==> src/rtl/serial_subtractor_pkg.sv <==
// Shared definitions for the serial arithmetic blocks.
//   state_e    : control FSM states (IDLE -> RUN -> DONE -> IDLE)
//   cnt_width  : width of a bit counter that can hold 0..w
package serial_subtractor_pkg;

  typedef enum logic [1:0] {
    S_IDLE = 2'd0,
    S_RUN  = 2'd1,
    S_DONE = 2'd2
  } state_e;

  function automatic int unsigned cnt_width(input int unsigned w);
    return $clog2(w + 1);
  endfunction

endpackage

==> src/rtl/serial_subtractor_full_subtractor.sv <==
// Single-bit full subtractor built from gate primitives.
//   a, b  : minuend / subtrahend bits
//   bin   : borrow in
//   diff  : a ^ b ^ bin
//   bout  : (~a & b) | (~(a ^ b) & bin)
module full_subtractor (
  output logic diff,
  output logic bout,
  input  logic a,
  input  logic b,
  input  logic bin
);

  logic w_axb;
  logic w_na;
  logic w_nxb;
  logic w_t1;
  logic w_t2;

  xor g_x0 (w_axb, a, b);
  xor g_x1 (diff, w_axb, bin);
  not g_n0 (w_na, a);
  and g_a0 (w_t1, w_na, b);
  not g_n1 (w_nxb, w_axb);
  and g_a1 (w_t2, w_nxb, bin);
  or  g_o0 (bout, w_t1, w_t2);

endmodule

==> src/rtl/serial_subtractor.sv <==
// Bit-serial two's-complement subtractor: d = a - b - bin (mod 2^WIDTH),
// one bit per clock, LSB first, through a single full-subtractor cell.
//   clk, rst_n          : clock, asynchronous active-low reset
//   in_valid / in_ready : operand handshake (in_ready high only in IDLE)
//   a, b, bin           : minuend, subtrahend, borrow-in (sampled at handshake)
//   out_valid/out_ready : result handshake (out_valid high only in DONE)
//   d                   : difference
//   bout                : final borrow (unsigned a < b + bin)
//   ovf                 : signed overflow, (a[MSB]!=b[MSB]) & (d[MSB]!=a[MSB])
//   zero                : d == 0
module serial_subtractor
  import serial_subtractor_pkg::*;
#(
  parameter int unsigned WIDTH = 8
) (
  input  logic             clk,
  input  logic             rst_n,
  input  logic             in_valid,
  output logic             in_ready,
  input  logic [WIDTH-1:0] a,
  input  logic [WIDTH-1:0] b,
  input  logic             bin,
  output logic             out_valid,
  input  logic             out_ready,
  output logic [WIDTH-1:0] d,
  output logic             bout,
  output logic             ovf,
  output logic             zero
);

  localparam int unsigned CW = cnt_width(WIDTH);
  localparam logic [CW-1:0] LAST_BIT = CW'(WIDTH - 1);

  state_e           r_state;
  logic [CW-1:0]    r_cnt;
  logic [WIDTH-1:0] r_a;
  logic [WIDTH-1:0] r_b;
  logic             r_br;
  logic [WIDTH-1:0] r_d;
  logic             r_in_ready;
  logic             r_out_valid;
  logic             r_bout;
  logic             r_ovf;
  logic             r_zero;

  logic             w_diff;
  logic             w_bout;
  logic [WIDTH-1:0] w_d_next;

  full_subtractor u_fs (
    .diff (w_diff),
    .bout (w_bout),
    .a    (r_a[0]),
    .b    (r_b[0]),
    .bin  (r_br)
  );

  // Result fills from the MSB side so bit 0 lands at position 0 after WIDTH shifts.
  assign w_d_next = {w_diff, r_d[WIDTH-1:1]};

  always_ff @(posedge clk or negedge rst_n) begin
    if (!rst_n) begin
      r_state     <= S_IDLE;
      r_cnt       <= '0;
      r_a         <= '0;
      r_b         <= '0;
      r_br        <= 1'b0;
      r_d         <= '0;
      r_in_ready  <= 1'b1;
      r_out_valid <= 1'b0;
      r_bout      <= 1'b0;
      r_ovf       <= 1'b0;
      r_zero      <= 1'b0;
    end else begin
      case (r_state)
        S_IDLE: begin
          if (in_valid && r_in_ready) begin
            r_a        <= a;
            r_b        <= b;
            r_br       <= bin;
            r_cnt      <= '0;
            r_d        <= '0;
            r_bout     <= 1'b0;
            r_ovf      <= 1'b0;
            r_zero     <= 1'b0;
            r_in_ready <= 1'b0;
            r_state    <= S_RUN;
          end
        end
        S_RUN: begin
          r_a   <= r_a >> 1;
          r_b   <= r_b >> 1;
          r_br  <= w_bout;
          r_d   <= w_d_next;
          r_cnt <= r_cnt + 1'b1;
          if (r_cnt == LAST_BIT) begin
            // The last slice sees the operand MSBs, so overflow is taken here
            // rather than keeping separate copies of the latched sign bits.
            r_bout      <= w_bout;
            r_ovf       <= (r_a[0] ^ r_b[0]) & (w_diff ^ r_a[0]);
            r_zero      <= ~|w_d_next;
            r_out_valid <= 1'b1;
            r_state     <= S_DONE;
          end
        end
        S_DONE: begin
          if (r_out_valid && out_ready) begin
            r_out_valid <= 1'b0;
            r_in_ready  <= 1'b1;
            r_state     <= S_IDLE;
          end
        end
        default: begin
          r_out_valid <= 1'b0;
          r_in_ready  <= 1'b1;
          r_state     <= S_IDLE;
        end
      endcase
    end
  end

  assign in_ready  = r_in_ready;
  assign out_valid = r_out_valid;
  assign d         = r_d;
  assign bout      = r_bout;
  assign ovf       = r_ovf;
  assign zero      = r_zero;

endmodule

==> config.mk <==
export PLATFORM = sky130hd
export DESIGN_NAME = serial_subtractor
export DESIGN_NICKNAME = d
export VERILOG_FILES = /design/src/rtl/serial_subtractor_pkg.sv /design/src/rtl/serial_subtractor_full_subtractor.sv /design/src/rtl/serial_subtractor.sv
export SDC_FILE = /design/constraint.sdc
export NUM_CORES = 1
export LEC_CHECK = 0
export ABC_AREA = 1
export CORE_MARGIN = 2
export CORE_UTILIZATION = 53
export CTS_BUF_LIST = sky130_fd_sc_hd__clkbuf_4
export DETAILED_ROUTE_END_ITERATION = 10
export GPL_ROUTABILITY_DRIVEN = 0
export PLACE_DENSITY = 0.93
export SYNTH_ARGS = -nofsm -noshare
export SYNTH_HDL_FRONTEND = slang
export SYNTH_SLANG_ARGS = --single-unit
export TNS_END_PERCENT = 20
==> constraint.sdc <==
create_clock -name clk -period 1.74 [get_ports clk]
set_input_delay 0.261 -clock clk [delete_from_list [all_inputs] [get_ports clk]]
set_output_delay 0.261 -clock clk [all_outputs]
set_load 0.05 [all_outputs]
==> summary.txt, run 1 <==
Outcome
  • Run status: complete, no violations

Layout
  • Area grow syn2layout: 23.2%
  • Final Net Count: 260
  • # fillers: 256
  • ANT cells: 0
  • Final core occ: 0.683
  • Sequential cell area: about 900 um2
  • Multi-input logic area: between 600 and 700 um2
  • Layout cells sized above 1: 0.131

Clocking
  • Clk buf depth: 2
  • H-tree lvl count: 2
  • Num CTS Buffers: 5
  • Resize count post-CTS: 0
  • CTS tree: built
  • Post-CTS Setup Bufs: 0
  • Root Buffer: clkbuf_4
  • Clk sinks: 36
  • Clock-pin transition on the worst setup and hold timing paths: 0.10 ns
  • Clock latency on the worst-skew pair: roughly 0.34 ns
  • Cts-stage hold buffer count: 0

Synthesis
  • Register area share after synthesis: 0.533
  • Synthesized area per cell: roughly 8.4 um2
  • Synth Instances: 201
  • Synth cell types: 22
  • Ys flop type: dfrtp_1
  • Synth async-reset ratio: 1.00
  • Synthesized flop and latch total: 36
  • Synth top area cells: dfrtp_1, nand2_1, inv_1, o21ai_1, o21ai_0
  • Synth cell count leaders: nand2_1, dfrtp_1, inv_1, o21ai_1, o21ai_0
  • Post-synth EDFFs: 0
  • Yosys warnings: 0
  • Cell taking the most area after synthesis: dfrtp_1
  • Post-Syn Area: ~1700 um2
  • Synth top area share: 0.517
  • Post-synthesis net count: around 230
  • Most frequent cell after synthesis: nand2_1

Floorplanning
  • IO Pins: 34
  • Initial Util: 0.555
  • Die height: ~60 um
  • Die area: between 3000 and 4000 um2
  • Row Count: 20
  • Chip Width: between 60 and 70 um
  • Core area: approximately 3100 um2

STA
  • RSZ-0062 raised after global routing: false
  • Crit share post-route: 0.837
  • Worst Tran Pin Value: 0.448 ns
  • Fin crit period: around 1.5 ns
  • Final WS setup: around 0.28 ns
  • Setup skew after layout: between 0.009 and 0.01 ns
  • Relative slew margins: 0.702
  • Final Hold Violating Endpoints: 0
  • Fmax achieved: 687 MHz
  • Final setup TNS: 0 ns
  • Max-slew violations: 0
  • Setup violations, final: 0
  • Worst hold slack: around 0.33 ns

GRT
  • Total GRT Usage: 0.193
  • Number of global-route vias before repair: between 1000 and 1500
  • First-pass GRT wire length: around 5000 um
  • Total global routing overflow: 0
  • Largest net degree at the start of global routing: 37
  • Initial antenna violation count: 0

Critical path
  • Critical path endpoint category: flip-flop
  • Largest fanout on the critical path: 2
  • Critical Path Source Type: flip-flop
  • Worst path max stage delay: 0.47 ns
  • Slowest CP cell: fa_1
  • Arrival time at the worst endpoint: between 1.5 and 2 ns
  • Worst path cell trace: inv_1, fa_1, inv_1, nand3_1, nor2_1, nand2_1, nand2_1
  • Worst R2R Path Depth: 7
  • Kind of critical path: flip-flop to flip-flop
  • Req. time, crit path: 2.03 ns

Route
  • Avg WL per Cell: roughly 11 um
  • TritonRoute pass-1 iters: 4
  • Via count: approximately 1400
  • DRT Wirelength: ~3100 um
  • Vias/cell: slightly below 5
  • Antenna-violating nets left: 0
  • Initial DRC Count: between 40 and 50
  • DR DRC count: 0

Power
  • VDD IR max: around 0.00088 V
  • Static Leakage: roughly 1 nW
  • Power Density: around 1900 nW/um2
  • Tot Pwr: 4.02 mW

Flow run
  • Max-cap viol count: 0

Placement
  • IO buf count: 33
  • DP HPWL: 2220 um
  • Place WS: approximately 0.20 ns

Worst hold path
  • Hold Path Class: input pin to async pin
-- kinds of logic after synthesis --
| kind of cell | Yosys count | synth area share |
|---|---|---|
| simple gates | 76 | 0.195 |
| compound gates | 46 | 0.141 |
| buf+inv | 39 | 0.0990 |
| flops | 36 | 0.533 |
| fa+ha+maj | 3 | 0.0266 |
| xor+xnor | 1 | 0.00517 |
-- metal layers --
layer  wire [um]  up-vias  track usage
li1            -      715            -
met1        1380      617        0.234
met2        1510       37        0.318
met3         147        8       0.0640
met4          64        0       0.0839
met5           0        -            0
-- critical path, delay by kind of cell (launching register included) --
kind	cells	cell delay, ns
and+or+nand+nor	4	0.33
buffers and inverters	2	0.21
adders and majority gates	1	0.47
DFF	1	0.40
-- through the flow --
stage | std cells | area (um2)
2_1_floorplan | 201 | 1690
3_3_place_gp | 273 | 2030
3_5_place_dp | 273 | 2030
4_1_cts | 281 | 2090
5_1_grt | 281 | 2090
6_report | 281 | 2090
-- power by group --
| part | internal (mW) | total [mW] | switching, mW |
|---|---|---|---|
| clock network | 0.186 | 0.446 | 0.260 |
| registers | 1.20 | 1.41 | 0.213 |
| logic | 0.749 | 2.16 | 1.41 |
-- worst paths after layout --
check	startpoint	end	slack [ns]
min in group clk	b[7]	r_b[7]	0.46
setup reg to reg	r_b[0]	zero	0.28
max in group asynchronous	rst_n	in_ready	1.07
hold reg to reg	r_b[2]	r_b[2]	0.52
hold / removal	rst_n	r_cnt[2]	0.33
setup / recovery	r_b[0]	zero	0.28
-- flip-flops by register name, indices dropped and copies added (netlist names) --
register and count:
out_valid 1, r_cnt 4, in_ready 1, bout 1, r_b 8, ovf 1, zero 1, r_a 8
r_br 1, d 8, r_state 2
-- placed cells by master (no fill, tap or decap), types with 11 or more instances in the layout --
master            n
buf_4            15
o21ai_1          21
inv_1            29
clkdlybuf4s50_1  20
nor2_1           11
nand3_1          11
nand2_1          47
o21ai_0          15
dfrtp_1          35
-- cell type report --
class	instances	area share
multi-input combinational	126	0.299
inverter	31	0.0558
clock inverter	1	0.00180
tap	44	0.0264
sequential	36	0.433
clock buffer	7	0.0252
timing repair buffer	36	0.160
(Power assumes the default switching activity.)
==> run 2: changes to the inputs <==
==> constraint.sdc (replaced) <==
create_clock -name clk -period 1.4 [get_ports clk]
set_input_delay 0.21 -clock clk [delete_from_list [all_inputs] [get_ports clk]]
set_output_delay 0.21 -clock clk [all_outputs]
set_load 0.05 [all_outputs]
==> summary.txt, run 2 (synthesis results as in run 1) <==
Power
  • VDD IR max: 0.00106 V (+21%)
  • Static Leakage: 1.09 nW (+6.5%)
  • Power Density: 2450 nW/um2 (+27%)

GRT
  • Total global routing overflow: 0 (unchanged)
  • Global route hottest layer: met2
  • Total GRT Usage: 0.232 (+0.0390)
  • Number of global-route vias before repair: 1461 (+21%)
  • Initial antenna violation count: 0 (unchanged)
  • Routing usage on met2: 0.390 (+0.0714)
  • Largest net degree at the start of global routing: 37 (unchanged)
  • First-pass GRT wire length: 6290 um (+25%)
  • Met3 usage: 0.0661 (+0.00213)
  • Grt met1 use: 0.290 (+0.0561)

STA
  • Final Hold Violating Endpoints: 0 (unchanged)
  • Crit share post-route: 0.976 (+0.139)
  • Worst Tran Pin Value: 0.229 ns (-0.219 ns)
  • Fmax achieved: 732 MHz (+6.6%)
  • Setup skew after layout: 0.00578 ns (-0.00415 ns)
  • Fin crit period: 1.37 ns (-0.0898 ns)
  • Relative slew margins: 0.847 (+0.145)
  • Max-slew violations: 0 (unchanged)
  • RSZ-0062 raised after global routing: true
  • Setup violations, final: 0 (unchanged)

Floorplanning
  • Initial Util: 0.555 (unchanged)
  • Core area: 3050 um2 (unchanged)
  • Die area: 3660 um2 (unchanged)
  • Chip Width: 60.5 um (unchanged)
  • Die height: 60.5 um (unchanged)
  • Row Count: 20 (unchanged)
  • IO Pins: 34 (unchanged)

Clocking
  • Clk buf depth: 2 (unchanged)
  • Root Buffer: clkbuf_4
  • H-tree lvl count: 2 (unchanged)
  • Num CTS Buffers: 5 (unchanged)
  • Clock latency on the worst-skew pair: 0.33 ns (about the same)
  • CTS tree: built
  • Cts-stage hold buffer count: 0 (unchanged)
  • Clk sinks: 36 (unchanged)
  • Clock-pin transition on the worst setup and hold timing paths: 0.10 ns (about the same)

Route
  • Via count: 1461 (+6.1%)
  • Vias/cell: 5.14 (+5.0%)
  • TritonRoute pass-1 iters: 4 (unchanged)
  • Antenna-violating nets left: 0 (unchanged)
  • Avg WL per Cell: 12.5 um (+14%)
  • DR DRC count: 0 (unchanged)
  • DRT Wirelength: 3560 um (+15%)
  • Initial DRC Count: 101 (+110%)

Layout
  • Cell area after layout: 2300 um2 (+10%)
  • Final Net Count: 263 (+1.2%)
  • Area grow syn2layout: 35.6%
  • Commonest non-fill, non-tap cell in the layout: nand2_1
  • ANT cells: 0 (unchanged)
  • Layout cells sized above 1: 0.150 (+0.0192)
  • Most frequent cells in the layout: nand2_1, dfrtp_1, inv_1
  • # fillers: 233 (-9.0%)
  • Final core occ: 0.752 (+0.0689)

Worst hold path
  • Hold Path Class: input pin to async pin

Critical path
  • Kind of critical path: flip-flop to flip-flop
  • R2R setup slack: 0.03 ns (-0.25 ns)
  • Arrival time at the worst endpoint: 1.60 ns (-0.14 ns)
  • Critical Path Source Type: flip-flop
  • Req. time, crit path: 1.63 ns (-0.40 ns)
  • Largest fanout on the critical path: 2 (unchanged)
  • Critical path endpoint category: flip-flop

Flow run
  • Max-cap viol count: 0 (unchanged)

Placement
  • DP HPWL: 2670 um (+21%)
  • IO buf count: 33 (unchanged)
  • Cell Area, Placed: 2230 um2 (+10%)

Outcome
  • Run status: complete, no violations
==> run 2: cell types whose count changed in the layout (fill, tap and decap cells not counted) <==
cell / previous run / this run
buf_12: 1 / 16
buf_4: 15 / 3
inv_1: 29 / 27
inv_2: 2 / 4
==> run 2: final cells by class <==
type                            instances  area (um2)  area share
Timing Repair Buffer                   39         543       0.237
Tap cell                               44        55.1      0.0240
Multi-Input combinational cell        126         623       0.271
Inverter                               31         116      0.0507
Clock inverter                          1        3.75     0.00163
Sequential cell                        36         902       0.393
Clock buffer                            7        52.6      0.0229
==> run 2: per-layer routing <==
metal | part of all wire | up-vias
li1 | - | 719
met1 | 0.42 | 695
met5 | 0 | -
met4 | 0.019 | 0
met3 | 0.039 | 11
met2 | 0.52 | 36
==> run 2: timing repair <==
item | in CTS | in global routing
resized for setup | 1 | 1
endpoints found under the setup margin | 1 | 6
setup buffers | 1 | 0
pin swaps | 1 | 2
==> run 2: through the flow <==
step	total power [mW]	setup TNS [ns]	instances	setup WS, ns	hold slack [ns]
2_1_floorplan	3.83	0	201	0.0746	-0.0856
3_3_place_gp	4.89	0	275	0.0829	0.495
3_5_place_dp	5.07	0	275	0.0215	0.503
4_1_cts	5.64	0	284	0.00561	0.246
5_1_grt	6.08	-0.157	284	-0.0431	0.245
6_report	5.63	0	284	0.0338	0.240
==> run 2: critical path, cell delays in order (launching register included) <==
cell	delay [ns]
dfrtp_1	0.35
inv_2	0.05
fa_1	0.58
xnor2_1	0.13
nor2_1	0.05
nand2_1	0.05
nand2_1	0.05
==> run 2: power by group <==
part,switching [mW],internal (mW)
Combinational,1.86,1.37
Clock,0.326,0.232
Sequential,0.358,1.49
Total,2.54,3.09
==> run 2: final timing paths <==
path	cells after the start	endpoint	from
worst max-delay path	6	ovf	r_br
worst min-delay path	2	d[4]	rst_n
worst max register to register	6	ovf	r_br
worst min register to register	2	r_b[5]	r_b[5]
max in group asynchronous	2	in_ready	rst_n
min in group clk	3	r_a[7]	a[7]
